===== config.mk =====
export PLATFORM = sky130hd
export DESIGN_NAME = quire_window_accum
export DESIGN_NICKNAME = d
export VERILOG_FILES = /design/src/rtl/quire_pkg.sv /design/src/rtl/quire_align.sv /design/src/rtl/quire_window_accum.sv
export SDC_FILE = /design/constraint.sdc
export NUM_CORES = 2
export LEC_CHECK = 0
export ABC_AREA = 0
export CAP_MARGIN = 20
export CORE_ASPECT_RATIO = 0.8
export CORE_MARGIN = 2
export CORE_UTILIZATION = 60
export CTS_CLUSTER_DIAMETER = 100
export DETAILED_ROUTE_END_ITERATION = 10
export GPL_TIMING_DRIVEN = 1
export PLACE_DENSITY_LB_ADDON = 0.3
export SYNTH_ARGS = -nofsm -noshare
export SYNTH_HDL_FRONTEND = slang
export SYNTH_SLANG_ARGS = --single-unit

===== constraint.sdc =====
create_clock -name clk -period 43 [get_ports clk]
set_input_delay 12.9 -clock clk [delete_from_list [all_inputs] [get_ports clk]]
set_output_delay 12.9 -clock clk [all_outputs]
set_load 0.05 [all_outputs]

===== src/rtl/quire_pkg.sv =====
// -----------------------------------------------------------------------------
// quire_pkg
// Shared sizing helpers and types for the posit quire datapath.
//   nqmin(n, es)      : minimum exact quire width for posit<n,es>
//   nq(n, es, log)    : quire width including carry guard bits
//   bpp(n, es)        : binary point position inside the quire
//   quire_flags_t     : per-datum side-band flags carried down the pipeline
// No ports (package).
// -----------------------------------------------------------------------------
package quire_pkg;

   // Side-band flags that travel with an aligned datum.
   typedef struct packed {
      logic sow;
      logic eow;
      logic sign;
      logic nar;
   } quire_flags_t;

   localparam quire_flags_t QUIRE_FLAGS_CLEAR = '{sow: 1'b0, eow: 1'b0, sign: 1'b0, nar: 1'b0};

   // posit16_1 operand accumulation
   localparam int POSIT16_1_WIDTH          = 16;
   localparam int POSIT16_1_ES             = 1;
   localparam int POSIT16_1_FRACTION_WIDTH = 12;
   localparam int POSIT16_1_SCALE_WIDTH    = 6;

   // posit16_1 product accumulation (double-width fraction, wider scale)
   localparam int POSIT16_1_PROD_FRACTION_WIDTH = 26;
   localparam int POSIT16_1_PROD_SCALE_WIDTH    = 7;

   function automatic int nqmin(input int n, input int es);
      return (32'sd1 <<< (es + 32'sd2)) * (n - 32'sd2) + 32'sd1;
   endfunction

   function automatic int nq(input int n, input int es, input int log_nb_accum);
      return nqmin(n, es) + log_nb_accum;
   endfunction

   function automatic int bpp(input int n, input int es);
      return (nqmin(n, es) - 32'sd1) / 32'sd2;
   endfunction

endpackage


===== src/rtl/quire_align.sv =====
// -----------------------------------------------------------------------------
// quire_align
// Combinational alignment shifter: places the hidden-bit mantissa of a decoded
// posit at its fixed-point position inside an NQ-bit quire word.
// Ports:
//   fraction [FRACTION_WIDTH] in  : fraction bits, hidden bit excluded
//   scale    [SCALE_WIDTH]    in  : two's-complement scale
//   zero                      in  : datum is zero, forces aligned = 0
//   nar                       in  : datum is NaR, forces aligned = 0
//   aligned  [NQ]             out : unsigned magnitude aligned to the quire
// -----------------------------------------------------------------------------
module quire_align
   import quire_pkg::*;
#(
   parameter int FRACTION_WIDTH = 12,
   parameter int SCALE_WIDTH    = 6,
   parameter int NQ             = 128,
   parameter int LSB_OFF        = 44
) (
   input  logic [FRACTION_WIDTH-1:0] fraction,
   input  logic [SCALE_WIDTH-1:0]    scale,
   input  logic                      zero,
   input  logic                      nar,
   output logic [NQ-1:0]             aligned
);

   logic signed [31:0] k_s;
   logic        [31:0] shamt_s;
   logic      [NQ-1:0] mant_s;

   // Mantissa with the hidden one restored, zero-extended to quire width.
   assign mant_s = {{(NQ - FRACTION_WIDTH - 1){1'b0}}, 1'b1, fraction};

   // k is the quire bit position of the mantissa LSB.
   assign k_s = 32'(signed'(scale)) + 32'(LSB_OFF);

   // Shift distance magnitude; direction is taken from the sign of k.
   always_comb begin
      shamt_s = 32'd0;
      if (k_s[31]) begin
         shamt_s = -k_s;
      end else begin
         shamt_s = k_s;
      end
   end

   // Right shifts drop the bits below the quire LSB; left shifts past NQ wrap off the top.
   always_comb begin
      aligned = {NQ{1'b0}};
      if (zero | nar) begin
         aligned = {NQ{1'b0}};
      end else if (k_s[31]) begin
         aligned = mant_s >> shamt_s;
      end else begin
         aligned = mant_s << shamt_s;
      end
   end

endmodule


===== src/rtl/quire_window_accum.sv =====
// -----------------------------------------------------------------------------
// quire_window_accum
// Exact windowed accumulator for decoded posits. Data framed by sow/eow are
// aligned into an NQ-bit fixed-point quire and summed; one result per window.
// Ports:
//   clk, rst         in  : clock, asynchronous active-high reset
//   rts_i / rtr_o    in/out : upstream handshake (rtr_o registered)
//   sow_i, eow_i     in  : window framing
//   fraction, scale  in  : decoded magnitude
//   sign_i, zero_i, NaR_i in : datum attributes
//   rtr_i / rts_o    in/out : downstream handshake
//   data_o [NQ]      out : two's-complement quire, binary point at bit BPP
//   NaR_o            out : window contained a NaR
// Pipeline: input mux (skid latch first) -> align register -> accumulate
// register (window result captured here) -> output register.
// -----------------------------------------------------------------------------
module quire_window_accum
   import quire_pkg::*;
#(
   parameter int POSIT_WIDTH    = 16,
   parameter int ES             = 1,
   parameter int FRACTION_WIDTH = 12,
   parameter int SCALE_WIDTH    = 6,
   parameter int LOG_NB_ACCUM   = POSIT_WIDTH - 1
) (
   input  logic                                       clk,
   input  logic                                       rst,
   input  logic                                       rts_i,
   output logic                                       rtr_o,
   input  logic                                       sow_i,
   input  logic                                       eow_i,
   input  logic [FRACTION_WIDTH-1:0]                  fraction,
   input  logic [SCALE_WIDTH-1:0]                     scale,
   input  logic                                       sign_i,
   input  logic                                       zero_i,
   input  logic                                       NaR_i,
   input  logic                                       rtr_i,
   output logic                                       rts_o,
   output logic [nq(POSIT_WIDTH, ES, LOG_NB_ACCUM)-1:0] data_o,
   output logic                                       NaR_o
);

   localparam int NQ      = nq(POSIT_WIDTH, ES, LOG_NB_ACCUM);
   localparam int BPP     = bpp(POSIT_WIDTH, ES);
   localparam int LSB_OFF = BPP - FRACTION_WIDTH;

   // Handshake
   logic process_en_s;
   logic xfer_s;

   // Skid latch
   logic                      skid_valid_r;
   logic [FRACTION_WIDTH-1:0] skid_frac_r;
   logic [SCALE_WIDTH-1:0]    skid_scale_r;
   logic                      skid_zero_r;
   quire_flags_t              skid_flags_r;

   // Stage-1 input selection
   logic                      in_valid_s;
   logic [FRACTION_WIDTH-1:0] in_frac_s;
   logic [SCALE_WIDTH-1:0]    in_scale_s;
   logic                      in_zero_s;
   quire_flags_t              in_flags_s;
   logic [NQ-1:0]             aligned_s;

   // Stage 1 (aligned datum)
   logic                      s1_valid_r;
   logic [NQ-1:0]             s1_aligned_r;
   quire_flags_t              s1_flags_r;

   // Stage 2 (running window state and captured window result)
   logic [NQ-1:0]             acc_r;
   logic                      nar_r;
   logic [NQ-1:0]             base_s;
   logic                      base_nar_s;
   logic [NQ-1:0]             sum_s;
   logic                      sum_nar_s;
   logic                      s2_valid_r;
   logic [NQ-1:0]             s2_data_r;
   logic                      s2_nar_r;

   // The whole pipeline advances unless a result is waiting on a stalled consumer.
   assign process_en_s = rtr_i | ~rts_o;
   assign xfer_s       = rts_i & rtr_o;

   // Upstream ready follows the enable one cycle late, so one extra datum may land in the skid latch.
   always_ff @(posedge clk or posedge rst) begin
      if (rst) begin
         rtr_o <= 1'b0;
      end else begin
         rtr_o <= process_en_s;
      end
   end

   // Skid latch: catches the datum transferred on the first stalled edge, drained on the next enabled edge.
   always_ff @(posedge clk or posedge rst) begin
      if (rst) begin
         skid_valid_r <= 1'b0;
         skid_frac_r  <= {FRACTION_WIDTH{1'b0}};
         skid_scale_r <= {SCALE_WIDTH{1'b0}};
         skid_zero_r  <= 1'b0;
         skid_flags_r <= QUIRE_FLAGS_CLEAR;
      end else if (process_en_s) begin
         skid_valid_r <= 1'b0;
      end else if (xfer_s) begin
         skid_valid_r      <= 1'b1;
         skid_frac_r       <= fraction;
         skid_scale_r      <= scale;
         skid_zero_r       <= zero_i;
         skid_flags_r.sow  <= sow_i;
         skid_flags_r.eow  <= eow_i;
         skid_flags_r.sign <= sign_i;
         skid_flags_r.nar  <= NaR_i;
      end else begin
         skid_valid_r <= skid_valid_r;
      end
   end

   // Latched datum wins; rtr_o is low whenever the latch is draining, so no live input is lost.
   always_comb begin
      in_valid_s      = 1'b0;
      in_frac_s       = fraction;
      in_scale_s      = scale;
      in_zero_s       = zero_i;
      in_flags_s      = QUIRE_FLAGS_CLEAR;
      if (skid_valid_r) begin
         in_valid_s = 1'b1;
         in_frac_s  = skid_frac_r;
         in_scale_s = skid_scale_r;
         in_zero_s  = skid_zero_r;
         in_flags_s = skid_flags_r;
      end else begin
         in_valid_s      = xfer_s;
         in_flags_s.sow  = sow_i;
         in_flags_s.eow  = eow_i;
         in_flags_s.sign = sign_i;
         in_flags_s.nar  = NaR_i;
      end
   end

   quire_align #(
      .FRACTION_WIDTH (FRACTION_WIDTH),
      .SCALE_WIDTH    (SCALE_WIDTH),
      .NQ             (NQ),
      .LSB_OFF        (LSB_OFF)
   ) u_align (
      .fraction (in_frac_s),
      .scale    (in_scale_s),
      .zero     (in_zero_s),
      .nar      (in_flags_s.nar),
      .aligned  (aligned_s)
   );

   // Stage 1: register the aligned magnitude with its flags.
   always_ff @(posedge clk or posedge rst) begin
      if (rst) begin
         s1_valid_r   <= 1'b0;
         s1_aligned_r <= {NQ{1'b0}};
         s1_flags_r   <= QUIRE_FLAGS_CLEAR;
      end else if (process_en_s) begin
         s1_valid_r   <= in_valid_s;
         s1_aligned_r <= aligned_s;
         s1_flags_r   <= in_flags_s;
      end else begin
         s1_valid_r   <= s1_valid_r;
      end
   end

   // Window sum: sow restarts from zero, otherwise continue the running sum (wraps at NQ bits).
   always_comb begin
      base_s     = acc_r;
      base_nar_s = nar_r;
      sum_s      = {NQ{1'b0}};
      if (s1_flags_r.sow) begin
         base_s     = {NQ{1'b0}};
         base_nar_s = 1'b0;
      end else begin
         base_s     = acc_r;
         base_nar_s = nar_r;
      end
      if (s1_flags_r.sign) begin
         sum_s = base_s - s1_aligned_r;
      end else begin
         sum_s = base_s + s1_aligned_r;
      end
      sum_nar_s = base_nar_s | s1_flags_r.nar;
   end

   // Stage 2: update the accumulator; on eow capture the result and clear for the next window.
   always_ff @(posedge clk or posedge rst) begin
      if (rst) begin
         acc_r      <= {NQ{1'b0}};
         nar_r      <= 1'b0;
         s2_valid_r <= 1'b0;
         s2_data_r  <= {NQ{1'b0}};
         s2_nar_r   <= 1'b0;
      end else if (process_en_s) begin
         if (s1_valid_r && s1_flags_r.eow) begin
            acc_r      <= {NQ{1'b0}};
            nar_r      <= 1'b0;
            s2_valid_r <= 1'b1;
            s2_data_r  <= sum_s;
            s2_nar_r   <= sum_nar_s;
         end else if (s1_valid_r) begin
            acc_r      <= sum_s;
            nar_r      <= sum_nar_s;
            s2_valid_r <= 1'b0;
         end else begin
            s2_valid_r <= 1'b0;
         end
      end else begin
         s2_valid_r <= s2_valid_r;
      end
   end

   // Output register: a pending result is consumed (or none arrives) whenever the pipeline advances.
   always_ff @(posedge clk or posedge rst) begin
      if (rst) begin
         rts_o  <= 1'b0;
         data_o <= {NQ{1'b0}};
         NaR_o  <= 1'b0;
      end else if (process_en_s) begin
         rts_o <= s2_valid_r;
         if (s2_valid_r) begin
            data_o <= s2_data_r;
            NaR_o  <= s2_nar_r;
         end else begin
            data_o <= data_o;
         end
      end else begin
         rts_o <= rts_o;
      end
   end

endmodule


# Word-level counts from Yosys, hierarchy flattened
# Index checks and enable logic that the tools add are counted.
# totals
output_inout_bits	131
elab_cells	60
register_bits	547
# op_classes
n_mux	18
n_shift	2
n_addsub	4
reduce_logical	7
bitwise_logic	6
# op_table
cell	count
$mux 128	6
$add 128x128->128	1
$shl 13x32->128	1
$shr 13x32->128	1
$sub 128x128->128	1
$mux 32	1
$neg 32->32	1
$mux 12	1
$add 6x7->8 const B	1
$mux 1	8
$reduce_and 2->1	4
$mux 6	1
$mux 4	1
$reduce_bool 2->1	2
$or 1x1->1	3
$not 1->1	2
$and 1x1->1	1
$logic_and 1x1->1	1

# Depth between registers and ports, before layout
# depth
depth_word	7
depth_mapped	27
depth_no_buf	25

# Cells and area by module
# Synthesis repeated with hierarchy kept, for this count alone.
# unflattened
cells_unflattened	3791
area_unflattened_um2	34692.0
# modules_own_cells
mod	area_each_um2	instances	cells_per_inst
quire_window_accum	32436.1	1	3420
quire_align	2255.9	1	371

# Worst setup path before layout
# No wires, ideal clock.
# synth_timing
path_kind	input-to-reg
from	input scale[2]
to	register s1_aligned_r[4]
t_arrival_ns	15.202
path_stages	10
t_required_ns	42.934
slack_ns	27.732
cell_sequence	mux2_2 > inv_1 > clkbuf_1 > ha_1 > o21bai_1 > nand2_1 > nor2_1 > nand2_1 > nor2_1 > a22o_1
# synth_via
elab_chain_len	7
elab_cells_between_ends	8
classes_between	add/sub: 2; shift: 2; mux: 4
# synth_rtl
item	line	text
start, declared	quire_window_accum.sv:33	input logic [SCALE_WIDTH-1:0] scale,
$mux 6 (*)	quire_window_accum.sv:126	if (skid_valid_r) begin
$add 6x7->8 (*)	quire_align.sv:35	assign k_s = 32'(signed'(scale)) + 32'(LSB_OFF);
$neg 32->32	quire_align.sv:41	shamt_s = -k_s;
$mux 32	quire_align.sv:40	if (k_s[31]) begin
$shl 13x32->128 / $shr 13x32->128 (equally long branches)	quire_align.sv:55, quire_align.sv:53	
$mux 128 (*)	quire_align.sv:52	end else if (k_s[31]) begin
$mux 128 (*)	quire_align.sv:50	if (zero | nar) begin
end signal, assigned	quire_window_accum.sv:158	s1_aligned_r <= {NQ{1'b0}};
end signal, assigned	quire_window_accum.sv:162	s1_aligned_r <= aligned_s;
end, declared	quire_window_accum.sv:68	logic [NQ-1:0] s1_aligned_r;
# Every way passes the cells marked *; elsewhere a longest branch is shown, timed or not.
# A chain may end at the register's enable or synchronous reset.

# Worst setup path after layout
# layout_timing
from	input scale[2]
to	register s1_aligned_r[67]
# The elaborated chain is that of the path after synthesis.

==> run_results.csv <==
group,metric,value,unit
grt,antenna_found_initial,0,
floorplanning,start_util,0.604,
layout,final_area,0.0370,sq mm
worst_setup_path,start_kind,"input pin",
synthesis,synth_top_family_by_area,"compound AO/OA/AOI/OAI gates",
worst_setup_path,endpoint_kind,"flop",
timing,rsz0062_at_grt,"no",
worst_setup_path,cpPeakStageDelay,770,ps
layout,seq_area,0.0137,sq mm
synthesis,synthDistinctLibCells,87,
synthesis,synth_compound_area_frac,0.187,
worst_setup_path,rrSetupSlack,35100,ps
layout,area_growth,11.7,%
timing,final_hold_viol_count,0,
layout,num_antenna_cells,0,
worst_setup_path,r2r-start,"s1_aligned_r[15]$_DFFE_PP0N_",
floorplanning,die_w,267,microns
worst_setup_path,cp_common_cell,"nor2_1",
synthesis,synthTopCellsByArea,"dfrtp_1, mux2_2, nand2_1, xnor2_1, ha_1",
layout,drive_above_1_share,0.0988,
floorplanning,rows,77,
grt,grt_pass1_wl,147000,microns
hold_path,min_path_type,"flop to flop",
clock_network,clockBufferDepth,3,
clock_network,cts.htree.levels,2,
routing,avgRoutedWirePerCell,20.8,microns
clock_network,tritoncts,"yes",
routing,drt_iter0_drc,3272,
clock_network,clkTransAtPathRegs,60,ps
worst_setup_path,crit_start,"scale[2]",
worst_setup_path,required,43550,ps
grt,grt_max_degree,168,
worst_setup_path,worstSetupPathType,"input pin to flop",
run,drv_cap,0,
clock_network,clockRootBuffer,"clkbuf_16",
routing,via_per_inst,6.34,
synthesis,netlist_instances,3632,
synthesis,synthAdderAreaFrac,0.0493,
clock_network,cts.sinks,547,
layout,multi_input_area,0.0185,sq mm
grt,gr-total-overflow,0,
routing,drtAntennaViolNets,0,
hold_path,min_from,"s2_data_r[31]$_DFFE_PP0P_",
floorplanning,ios,158,
synthesis,avgSynthCellArea,9.13,sq um
place,gp_congestion,1.02,
layout,final_nets,3827,
synthesis,yosysTopAreaCell,"dfrtp_1",
grt,grt_pass1_vias,26300,
routing,via_count,28000,
outcome,status,"complete, no violations",
timing,fin_skew,34.7,ps
synthesis,synth_mux_area_frac,0.0768,
grt,grt.total_usage,0.323,
place,dp.cells,4321,
routing,dr.pass1.iters,7,
routing,drt_wl_total,92100,microns
place,placed_area,0.0351,sq mm
worst_setup_path,cp_slowest_cell,"nor2_1",
timing,tns,0,ps
layout,final_common_cell,"dfrtp_1",
synthesis,synth_flop_cell,"dfrtp_1",
floorplanning,die-area,0.0572,sq mm
timing,tightest_slew,1110,ps
timing,finalSetupViolations,0,
place,numPortBuffers,157,
timing,max_freq,62.0,MHz
clock_network,cts_setup_buffers,0,
synthesis,ys_seq_area_frac,0.413,
layout,final_util,0.674,
clock_network,cts_made_buffers,54,
place,post-dp-hpwl,67400,microns
layout,layout_common_cells,"dfrtp_1, nand2_1, a21oi_1",
clock_network,clk_latency,650,ps
floorplanning,fp.dieH,214,microns
timing,slew_headroom,0.250,
clock_network,ctsResizeCount,0,
synthesis,synth-xor-area-share,0.0665,
synthesis,ys_warn_count,0,
timing,final.period_utilization,0.375,
synthesis,synth-simple-area-share,0.176,
worst_setup_path,worstPathMaxFanout,16,
synthesis,syn_nets,3789,
layout,fillers,4383,
synthesis,synth-async-reset-ratio,1.00,
synthesis,synth.cell_area,0.0332,sq mm
layout,final_cell_count_no_fill,4426,
synthesis,synth-edff-count,0,
routing,drc_errors,0,
worst_setup_path,cp.arrival,16680,ps
timing,slew_violations,0,
clock_network,hold_buffers,0,
synthesis,yosysTopAreaCellShare,0.413,
worst_setup_path,path_cells,"clkdlybuf4s50_1, mux2_2, inv_1, ha_1, o21bai_1, nor2_1, nand2b_1, nor2_1, a22oi_1, o21ai_0",
timing,min_period,16130,ps
synthesis,ys_seq_elements,547,
floorplanning,coreArea,0.0549,sq mm
## routing by layer
metal | wire, microns | vias up | track usage
li1 | - | 13100 | -
met1 | 43700 | 13600 | 0.508
met2 | 38000 | 1259 | 0.452
met3 | 8420 | 152 | 0.0687
met4 | 1960 | 0 | 0.0770
met5 | 0 | - | 0
## critical path: cells and delay by family
kind / cells / cell delay, ps
compound gates: 3 / 630
buf+inv: 2 / 790
simple gates: 3 / 1640
fa+ha+maj: 1 / 320
mux: 1 / 380
## cell families (layout without fill, tap and decap cells)
| group | after synthesis | in the layout |
|---|---|---|
| flip-flops | 547 | 547 |
| buffers and inverters | 275 | 358 |
| multiplexers | 229 | 229 |
| AO/OA/AOI/OAI | 963 | 963 |
| AND/OR/NAND/NOR | 1237 | 1237 |
| XOR/XNOR | 251 | 251 |
| adder cells (fa/ha/maj) | 130 | 130 |
## stage by stage
step           hold slack (ps)  setup slack (ps)
4_1_cts                    474             26860
3_5_place_dp               458             26230
3_3_place_gp               455             26280
2_1_floorplan              435             14810
5_1_grt                    496             26600
6_report                   470             26870
## cells in the mapped netlist, drive strengths merged, types with 14 or more instances
cell	n
nor4	38
buf	29
o21bai	30
and2	29
nand2	503
o31ai	21
nor2b	145
o22ai	19
ha	129
o21ai	229
a211oi	19
nand3	31
a21oi	295
a22oi	17
or3	26
nand2b	14
inv	71
nand4	57
a22o	157
clkbuf	174
dfrtp	547
xnor2	203
mux2i	25
mux2	204
nor3	69
a21o	39
a31oi	50
nor2	268
xor2	48
## area by class of cell
type,instances,share of cell area
Timing Repair Buffer,185,0.0497
Multi-Input combinational cell,2810,0.499
Clock buffer,76,0.0414
Inverter,72,0.00750
Tap cell,711,0.0240
Clock inverter,25,0.00885
Sequential cell,547,0.370
## final timing paths
path / to / cells after the start
max in group asynchronous: s1_flags_r[1]$_DFFE_PP0N_ / 4
max reg2reg: s2_data_r[124]$_DFFE_PP0P_ / 21
max: s1_aligned_r[67]$_DFFE_PP0N_ / 10
min reg2reg: s2_data_r[31]$_DFFE_PP0P_ / 2
min in group asynchronous: s2_data_r[50]$_DFFE_PP0P_ / 2
min: s2_data_r[31]$_DFFE_PP0P_ / 2
## flip-flops by register name, indices dropped and copies added, names as in the netlist
register      flops
s2_valid_r        1
s1_flags_r        4
s2_data_r       128
rts_o             1
s2_nar_r          1
skid_frac_r      12
nar_r             1
rtr_o             1
data_o          128
skid_scale_r      6
s1_aligned_r    128
s1_valid_r        1
NaR_o             1
skid_zero_r       1
acc_r           128
skid_flags_r      4
skid_valid_r      1
Power is left out: the tool's default activity adds up to more than one toggle a clock period on the data nets, which glitch-free logic cannot reach.
